--- src/rtl/mat_vect_pkg.sv ---
// Shared types and width helpers for the streaming matrix-vector multiplier.
package mat_vect_pkg;

    typedef enum logic {
        VLOAD = 1'b0,
        RUN   = 1'b1
    } state_t;

    // The accumulator is wide enough that N_COLS full-scale products can never overflow.
    function automatic int acc_width(input int dw, input int ncols);
        return 2 * dw + $clog2(ncols);
    endfunction

    function automatic int idx_width(input int n);
        return (n < 2) ? 1 : $clog2(n);
    endfunction

endpackage

--- src/rtl/mat_vect_mac.sv ---
// Combinational multiply-accumulate: width-extended product, then either added to
// the running sum or used on its own to start a new row.
module mat_vect_mac #(
    parameter int DW     = 8,
    parameter int ACCW   = 18,
    parameter bit SIGNED = 1'b0
) (
    input  logic [DW-1:0]   i_a,
    input  logic [DW-1:0]   i_b,
    input  logic [ACCW-1:0] i_acc,
    input  logic            i_restart,
    output logic [ACCW-1:0] o_sum
);

    logic [ACCW-1:0] w_a_ext;
    logic [ACCW-1:0] w_b_ext;
    logic [ACCW-1:0] w_prod;
    logic            w_a_fill;
    logic            w_b_fill;

    assign w_a_fill = SIGNED ? i_a[DW-1] : 1'b0;
    assign w_b_fill = SIGNED ? i_b[DW-1] : 1'b0;
    assign w_a_ext  = {{(ACCW - DW){w_a_fill}}, i_a};
    assign w_b_ext  = {{(ACCW - DW){w_b_fill}}, i_b};

    // The low ACCW bits of a modular product of extended operands are correct in both modes.
    assign w_prod = w_a_ext * w_b_ext;
    assign o_sum  = i_restart ? w_prod : i_acc + w_prod;

endmodule

--- src/rtl/mat_vect_mult_axis.sv ---
// AXI-Stream matrix-vector multiplier: loads a vector, then emits one dot-product
// per streamed matrix row, with backpressure, vector reuse and row-length checking.
module mat_vect_mult_axis
    import mat_vect_pkg::*;
#(
    parameter int N_ROWS = 4,
    parameter int N_COLS = 4,
    parameter int DW     = 8,
    parameter bit SIGNED = 1'b0,
    parameter int ACCW   = acc_width(DW, N_COLS)
) (
    input  logic            aclk,
    input  logic            areset,
    input  logic [DW-1:0]   v_axis_tdata,
    input  logic            v_axis_tvalid,
    input  logic            v_axis_tlast,
    output logic            v_axis_tready,
    input  logic [DW-1:0]   s_axis_tdata,
    input  logic            s_axis_tvalid,
    input  logic            s_axis_tlast,
    output logic            s_axis_tready,
    output logic [ACCW-1:0] m_axis_tdata,
    output logic            m_axis_tvalid,
    output logic            m_axis_tlast,
    input  logic            m_axis_tready,
    input  logic            reuse_vect,
    input  logic            err_clr,
    output logic            err_len
);

    localparam int COL_W = idx_width(N_COLS);
    localparam int ROW_W = idx_width(N_ROWS);
    localparam logic [COL_W-1:0] COL_LAST = COL_W'(N_COLS - 1);
    localparam logic [ROW_W-1:0] ROW_LAST = ROW_W'(N_ROWS - 1);

    state_t          r_state;
    state_t          w_state_next;
    logic [COL_W-1:0] r_vidx;
    logic [COL_W-1:0] r_col;
    logic [ROW_W-1:0] r_row;
    logic [DW-1:0]   r_vec [N_COLS];
    logic [ACCW-1:0] r_acc;
    logic [ACCW-1:0] r_m_tdata;
    logic            r_m_tvalid;
    logic            r_m_tlast;
    logic            r_err_len;

    logic [ACCW-1:0] w_sum;
    logic            w_v_hs;
    logic            w_s_hs;
    logic            w_m_hs;
    logic            w_vidx_last;
    logic            w_col_last;
    logic            w_row_end;
    logic            w_mat_end;
    logic            w_len_err;

    assign w_vidx_last = (r_vidx == COL_LAST);
    assign w_col_last  = (r_col == COL_LAST);
    assign w_row_end   = w_col_last || s_axis_tlast;
    assign w_mat_end   = w_row_end && (r_row == ROW_LAST);

    // Only a row-ending beat can be blocked, and only by an output beat that cannot drain.
    assign v_axis_tready = (r_state == VLOAD) && !areset;
    assign s_axis_tready = (r_state == RUN) && (!w_row_end || !r_m_tvalid || m_axis_tready);

    assign w_v_hs = v_axis_tvalid && v_axis_tready;
    assign w_s_hs = s_axis_tvalid && s_axis_tready;
    assign w_m_hs = r_m_tvalid && m_axis_tready;

    assign w_len_err = (w_v_hs && (v_axis_tlast != w_vidx_last))
                    || (w_s_hs && (s_axis_tlast != w_col_last));

    mat_vect_mac #(
        .DW     (DW),
        .ACCW   (ACCW),
        .SIGNED (SIGNED)
    ) u_mac (
        .i_a       (s_axis_tdata),
        .i_b       (r_vec[r_col]),
        .i_acc     (r_acc),
        .i_restart (r_col == '0),
        .o_sum     (w_sum)
    );

    always_ff @(posedge aclk or posedge areset) begin
        if (areset) begin
            r_state <= VLOAD;
        end else begin
            r_state <= w_state_next;
        end
    end

    // NOTE: every combinational output gets a default first, so no path can infer a latch.
    always_comb begin
        w_state_next = r_state;
        case (r_state)
            VLOAD: begin
                if (w_v_hs && w_vidx_last) begin
                    w_state_next = RUN;
                end
            end
            RUN: begin
                if (w_s_hs && w_mat_end && !reuse_vect) begin
                    w_state_next = VLOAD;
                end
            end
            default: w_state_next = VLOAD;
        endcase
    end

    // NOTE: the vector file is reset so that a reset mid-load never leaves stale elements behind.
    always_ff @(posedge aclk or posedge areset) begin
        if (areset) begin
            r_vidx <= '0;
            for (int i = 0; i < N_COLS; i++) begin
                r_vec[i] <= '0;
            end
        end else if (w_v_hs) begin
            r_vec[r_vidx] <= v_axis_tdata;
            r_vidx        <= w_vidx_last ? '0 : r_vidx + COL_W'(1);
        end
    end

    always_ff @(posedge aclk or posedge areset) begin
        if (areset) begin
            r_col <= '0;
            r_row <= '0;
            r_acc <= '0;
        end else if (w_s_hs) begin
            r_acc <= w_sum;
            if (w_row_end) begin
                r_col <= '0;
                r_row <= (r_row == ROW_LAST) ? '0 : r_row + ROW_W'(1);
            end else begin
                r_col <= r_col + COL_W'(1);
            end
        end
    end

    // A row end accepted on the same edge as a drain reloads the register back-to-back.
    always_ff @(posedge aclk or posedge areset) begin
        if (areset) begin
            r_m_tdata  <= '0;
            r_m_tvalid <= 1'b0;
            r_m_tlast  <= 1'b0;
        end else if (w_s_hs && w_row_end) begin
            r_m_tdata  <= w_sum;
            r_m_tvalid <= 1'b1;
            r_m_tlast  <= (r_row == ROW_LAST);
        end else if (w_m_hs) begin
            r_m_tvalid <= 1'b0;
        end
    end

    always_ff @(posedge aclk or posedge areset) begin
        if (areset) begin
            r_err_len <= 1'b0;
        end else if (w_len_err) begin
            r_err_len <= 1'b1;
        end else if (err_clr) begin
            r_err_len <= 1'b0;
        end
    end

    assign m_axis_tdata  = r_m_tdata;
    assign m_axis_tvalid = r_m_tvalid;
    assign m_axis_tlast  = r_m_tlast;
    assign err_len       = r_err_len;

endmodule

--- config.mk ---
export PLATFORM = sky130hd
export DESIGN_NAME = mat_vect_mult_axis
export DESIGN_NICKNAME = d
export VERILOG_FILES = /design/src/rtl/mat_vect_pkg.sv /design/src/rtl/mat_vect_mac.sv /design/src/rtl/mat_vect_mult_axis.sv
export SDC_FILE = /design/constraint.sdc
export NUM_CORES = 1
export LEC_CHECK = 0
export ABC_AREA = 1
export CORE_MARGIN = 4
export CORE_UTILIZATION = 60
export CTS_CLUSTER_DIAMETER = 50
export DETAILED_ROUTE_END_ITERATION = 16
export PLACE_DENSITY_LB_ADDON = 0.25
export RECOVER_POWER = 50
export SLEW_MARGIN = 15
export SYNTH_ARGS = -nofsm -noshare
export SYNTH_HDL_FRONTEND = slang
export SYNTH_SLANG_ARGS = --single-unit
--- constraint.sdc ---
create_clock -name aclk -period 6.8 [get_ports aclk]
set_input_delay 1.36 -clock aclk [delete_from_list [all_inputs] [get_ports aclk]]
set_output_delay 1.36 -clock aclk [all_outputs]
set_load 0.05 [all_outputs]
# Word level (Yosys, flattened, before mapping)
# Index checks and enable logic that the tools add are counted.
# totals
ff_bits,78
# op_classes
n_addsub,4
bitwise,3
order_cmp,3
muxes,17
multipliers,1
reduce_logical,25
n_eq_ne,5
# ops
op,n
bitwise mux 32 bit,1
two-way mux 8 bit,3
adder 18 bit,1
two-way mux 18 bit,1
binary-select mux 8 bit (select 2 bit),1
demux 8 bit (select 2 bit),1
multiplier 8 x 8 -> 16 bit,1
logical AND 1 bit,13
adder 2 x 1 -> 2 bit (second input constant),3
== test 2 bit (second input constant),3
>= comparator 3 bit (second input constant),2
two-way mux 1 bit,6
two-way mux 2 bit,3
inverter 2 -> 3 bit,2
zero test 1 bit,4
logical OR 1 bit,4
nonzero test 2 bit,2
< comparator 3 x 1 -> 1 bit (second input constant),1
zero test 2 bit,1
inequality test 1 bit,2
one-hot mux 1 bit (2 select lines),1
AND reduction 2 bit,1
inverter 1 bit,1

# Logic depth before layout (Yosys ltp)
# depth
ltp_word,11
depth_mapped,36
mapped_depth_nobuf,34

# By module
# From an unflattened synthesis, not the netlist that was laid out.
# hier_totals
hier_cells,955
area_unflattened_um2,6885.4
# modules_own_cells
module,area_each_um2,n_inst,seq_area_each_um2,cells_per_inst
mat_vect_mac,3543.4,1,0.0,601
mat_vect_mult_axis,3342.0,1,1951.9,354

# Worst setup path before layout
# No wires, ideal clock.
# synth_timing
path_kind,input to register
from,input port s_axis_tdata[2]
to,"register r_m_tdata[13], in the netlist m_axis_tdata[13]"
path_stages,25
setup_ps,118
path_slack_ps,911
arrival_ps,5771
path_cell_list,inv_1 nor2_1 fa_1 fa_1 fa_1 inv_1 fa_1 inv_1 ha_1 a21oi_1 nor2_1 nor2_1 nand4_1 and2_1 ha_1 nand2_2 inv_1 nand2_1 inv_1 a21oi_1 nand2_1 nand2_1 nand3_1 nand3_1 nand2_1
# synth_via
elab_chain_cells,3
# synth_lines
item,line,source
"start, declared",mat_vect_mult_axis.sv:18,"input logic [DW-1:0] s_axis_tdata,"
multiplier 8 x 8 -> 16 bit (*),mat_vect_mac.sv:27,assign w_prod = w_a_ext * w_b_ext;
adder 18 bit,mat_vect_mac.sv:28,assign o_sum = i_restart ? w_prod : i_acc + w_prod;
two-way mux 18 bit (*),mat_vect_mac.sv:28,
"end signal, assigned",mat_vect_mult_axis.sv:148,r_m_tdata <= w_sum;
"end, declared",mat_vect_mult_axis.sv:43,logic [ACCW-1:0] r_m_tdata;
# Every way passes the cells marked *; elsewhere a longest branch is shown, timed or not.
# A chain may end at the register's enable or synchronous reset.

# Worst setup path after layout
# layout_timing
from,input port s_axis_tdata[4]
to,register r_acc[15]
# layout_via
elab_chain_cells,3
# layout_lines
item,line,source
multiplier 8 x 8 -> 16 bit (*),mat_vect_mac.sv:27,
adder 18 bit,mat_vect_mac.sv:28,
two-way mux 18 bit (*),mat_vect_mac.sv:28,
"end signal, assigned",mat_vect_mult_axis.sv:131,r_acc <= w_sum;
"end, declared",mat_vect_mult_axis.sv:42,logic [ACCW-1:0] r_acc;
# Marked as above.

==> impl_metrics.xml <==
<?xml version="1.0" encoding="UTF-8"?>
<metrics>
  <group name="outcome">
    <metric name="outcome" unit="">finished, violations left</metric>
    <metric name="failed_checks" unit="">capacitance limit, slew limit</metric>
  </group>
  <group name="timing">
    <metric name="fmax" unit="MHz">156</metric>
    <metric name="hold-worst-slack" unit="ns">0.483</metric>
    <metric name="unrepaired_setup_endpoints_after_global_routing" unit="">false</metric>
    <metric name="maxSlewHeadroom" unit="">-1.73</metric>
    <metric name="finalMaxSlewViolations" unit="">79</metric>
    <metric name="final-hold-violation-count" unit="">0</metric>
    <metric name="period_needed" unit="ns">6.39</metric>
    <metric name="count_of_final_setup_violators" unit="">0</metric>
    <metric name="skew" unit="ns">0.00752</metric>
    <metric name="finalCritPeriodShare" unit="">0.940</metric>
    <metric name="timing.final.ws_setup" unit="ns">0.407</metric>
    <metric name="tightestPinTransition" unit="ns">4.09</metric>
  </group>
  <group name="critical_path">
    <metric name="cp_max_fo" unit="">7</metric>
    <metric name="timing.critical_path.arrival" unit="ns">6.64</metric>
    <metric name="setup.worst_path.end_class" unit="">flop</metric>
    <metric name="timing.critical_path.mode_cell" unit="">sky130_fd_sc_hd__nand2_1</metric>
    <metric name="crit_buf_inv" unit="">5</metric>
    <metric name="criticalPathCategory" unit="">primary input to flop</metric>
    <metric name="cp.required" unit="ns">7.04</metric>
    <metric name="worst_path_max_delay_cell" unit="">sky130_fd_sc_hd__fa_1</metric>
    <metric name="worst_path_dominant_cell_family" unit="">adder cells</metric>
    <metric name="start_kind" unit="">primary input</metric>
    <metric name="slowest_delay" unit="ns">0.54</metric>
  </group>
  <group name="clock_tree">
    <metric name="clock_sink_count" unit="">78</metric>
    <metric name="tritoncts" unit="">yes</metric>
    <metric name="total_clock_buffers_created_by_cts" unit="">9</metric>
    <metric name="hold_buffers" unit="">0</metric>
    <metric name="clk_transition_reported_paths" unit="ns">0.06</metric>
    <metric name="worstSkewPairLatency" unit="ns">0.35</metric>
    <metric name="max-clock-path-buffers" unit="">2</metric>
    <metric name="clk_root_buffer_cell" unit="">sky130_fd_sc_hd__clkbuf_16</metric>
    <metric name="htree_depth" unit="">3</metric>
  </group>
  <group name="synth">
    <metric name="synthAdderAreaFrac" unit="">0.223</metric>
    <metric name="synthMuxAreaShare" unit="">0.00149</metric>
    <metric name="synth-warning-count" unit="">0</metric>
    <metric name="combinational_family_with_the_most_area_after_synthesis" unit="">simple AND/OR/NAND/NOR gates</metric>
    <metric name="synth-async-reset-ratio" unit="">1.00</metric>
    <metric name="yosys.area_share.simple" unit="">0.315</metric>
    <metric name="mappedNetlistNets" unit="">1061</metric>
    <metric name="synth-edff-count" unit="">0</metric>
    <metric name="synthCells" unit="">938</metric>
    <metric name="yosys_cell_types" unit="">39</metric>
    <metric name="seq_area_frac_synth" unit="">0.290</metric>
    <metric name="synth_compound_gate_area_share" unit="">0.0567</metric>
    <metric name="ys_seq_elements" unit="">78</metric>
    <metric name="synthesis.area" unit="um^2">6740</metric>
    <metric name="syn_area_per_cell" unit="um^2">7.18</metric>
    <metric name="yosys_most_used_dff" unit="">sky130_fd_sc_hd__dfrtp_1</metric>
    <metric name="synthXorXnorAreaFrac" unit="">0.0128</metric>
  </group>
  <group name="floorplan">
    <metric name="die_h" unit="um">114</metric>
    <metric name="core_area" unit="um^2">10900</metric>
    <metric name="floorplan.io_pins" unit="">48</metric>
    <metric name="initial_utilization" unit="">0.616</metric>
    <metric name="die_w" unit="um">114</metric>
    <metric name="design.die.area" unit="um^2">13000</metric>
    <metric name="fp-row-count" unit="">38</metric>
  </group>
  <group name="global_route">
    <metric name="antenna_found_initial" unit="">0</metric>
    <metric name="largest_net_degree_at_the_start_of_global_routing" unit="">79</metric>
    <metric name="first_global_vias" unit="">5765</metric>
    <metric name="global_route_wire_length_before_repair" unit="mm">27.6</metric>
    <metric name="globalRouteTotalUtil" unit="">0.266</metric>
    <metric name="gr-total-overflow" unit="">0</metric>
  </group>
  <group name="placement">
    <metric name="gp_congestion" unit="">0.953</metric>
    <metric name="detailedPlacementHpwl" unit="mm">12.0</metric>
    <metric name="io_buffer_count" unit="">47</metric>
    <metric name="post-place-ws" unit="ns">-0.00502</metric>
  </group>
  <group name="routing">
    <metric name="detailroute.via_count" unit="">5952</metric>
    <metric name="route.antenna.remaining_nets" unit="">0</metric>
    <metric name="drc" unit="">0</metric>
    <metric name="detailed_route_wl" unit="mm">16.2</metric>
    <metric name="wl_per_cell" unit="um">14.3</metric>
    <metric name="drt_first_iter_violations" unit="">407</metric>
    <metric name="drt_pre_antenna_iters" unit="">5</metric>
    <metric name="drt-vias-per-instance" unit="">5.28</metric>
  </group>
  <group name="finish">
    <metric name="antennaDiodeCount" unit="">0</metric>
    <metric name="share_of_cells_above_drive_strength_1" unit="">0.0476</metric>
    <metric name="final_cell_mix" unit="">327 x sky130_fd_sc_hd__nand2_1, 139 x sky130_fd_sc_hd__inv_1, 84 x sky130_fd_sc_hd__nor2_1, 77 x sky130_fd_sc_hd__dfrtp_1, 67 x sky130_fd_sc_hd__nand3_1</metric>
    <metric name="finalNetCount" unit="">1106</metric>
    <metric name="layout.cells.most_common" unit="">sky130_fd_sc_hd__nand2_1</metric>
    <metric name="flow.area_growth_from_synthesis" unit="%">12.8</metric>
  </group>
  <group name="hold_path">
    <metric name="min_path_type" unit="">flop to flop</metric>
  </group>
  <group name="flow_run">
    <metric name="drv.max_cap_violation_count" unit="">1</metric>
  </group>
</metrics>
## worst register-to-register path, delay by kind of cell, from the launching register on
family                     cells  cell delay [ns]
buffers and inverters          6             0.70
DFF                            1             0.60
adders and majority gates      6             2.84
AOI/OAI and AO/OA              1             0.17
and+or+nand+nor               17             1.84
## sequential cells by signal, summed over array words and instances (netlist names)
register and cells:
r_col 2, err_len 1, r_vec 32, r_row 2, r_vidx 2, r_acc 18, m_axis_tvalid 1, r_state 1
m_axis_tlast 1, m_axis_tdata 18
## synth_stat cells (all sizes together) (4+ instances only)
cell,instances,area [um^2]
nand3,68,345
nor2,86,325
nand2,338,1300
ha,61,763
a21oi,17,88.8
inv,145,549
dfrtp,78,1950
nand4,7,43.8
and2,5,33.8
xnor2,4,35.0
nor3,5,30.0
xor2,5,51.3
o21ai,51,255
fa,37,741
buf,16,116
or2,5,31.3
## metal layers
layer	part of all wire	GRT usage	up-vias
li1	-	-	2993
met1	0.48	0.386	2773
met2	0.45	0.407	166
met3	0.064	0.0637	20
met4	0.011	0.0618	0
met5	0	0	-
## final timing paths
check	start	endpoint	slack [ns]	cells after the start
hold reg to reg	r_row[1]	r_row[1]	0.48	2
min in group asynchronous	areset	err_len	3.08	3
setup / recovery	s_axis_tdata[4]	r_acc[15]	0.41	26
hold / removal	r_row[1]	r_row[1]	0.48	2
max in group asynchronous	areset	r_col[0]	1.12	3
setup reg to reg	r_col[1]	r_acc[15]	0.56	30
## cell families after synthesis
family / after synthesis
adders and majority gates: 98
DFF: 78
muxes: 1
buffers and inverters: 164
xor gates and xnor gates: 9
AOI/OAI and AO/OA: 73
and+or+nand+nor: 515
## layout make-up
class / instances / area (um^2)
clock buffers: 10 / 229
clock inverters: 6 / 70.1
fillers: 931 / 3340
inverters: 145 / 549
multi-input cells: 696 / 4110
flip-flops and latches: 78 / 1950
well taps: 140 / 175
repair buffers: 53 / 512
## timing repair
action | in CTS | in global routing
setup endpoints to repair | 0 | 4
hold endpoints to repair | 0 | 0
buffers inserted | 0 | 0
resized for setup | 0 | 4
## through the flow
stage          utilization   TNS, ns  area (um^2)  instances
2_1_floorplan            -         0         6740        938
3_3_place_gp         0.667         0         7290       1112
3_5_place_dp         0.667  -0.00779         7290       1112
4_1_cts              0.694         0         7590       1128
5_1_grt              0.695         0         7600       1128
6_report             0.695         0         7600       1128
Power is left out: the tool's default activity adds up to more than one toggle a clock period on the data nets, which glitch-free logic cannot reach.
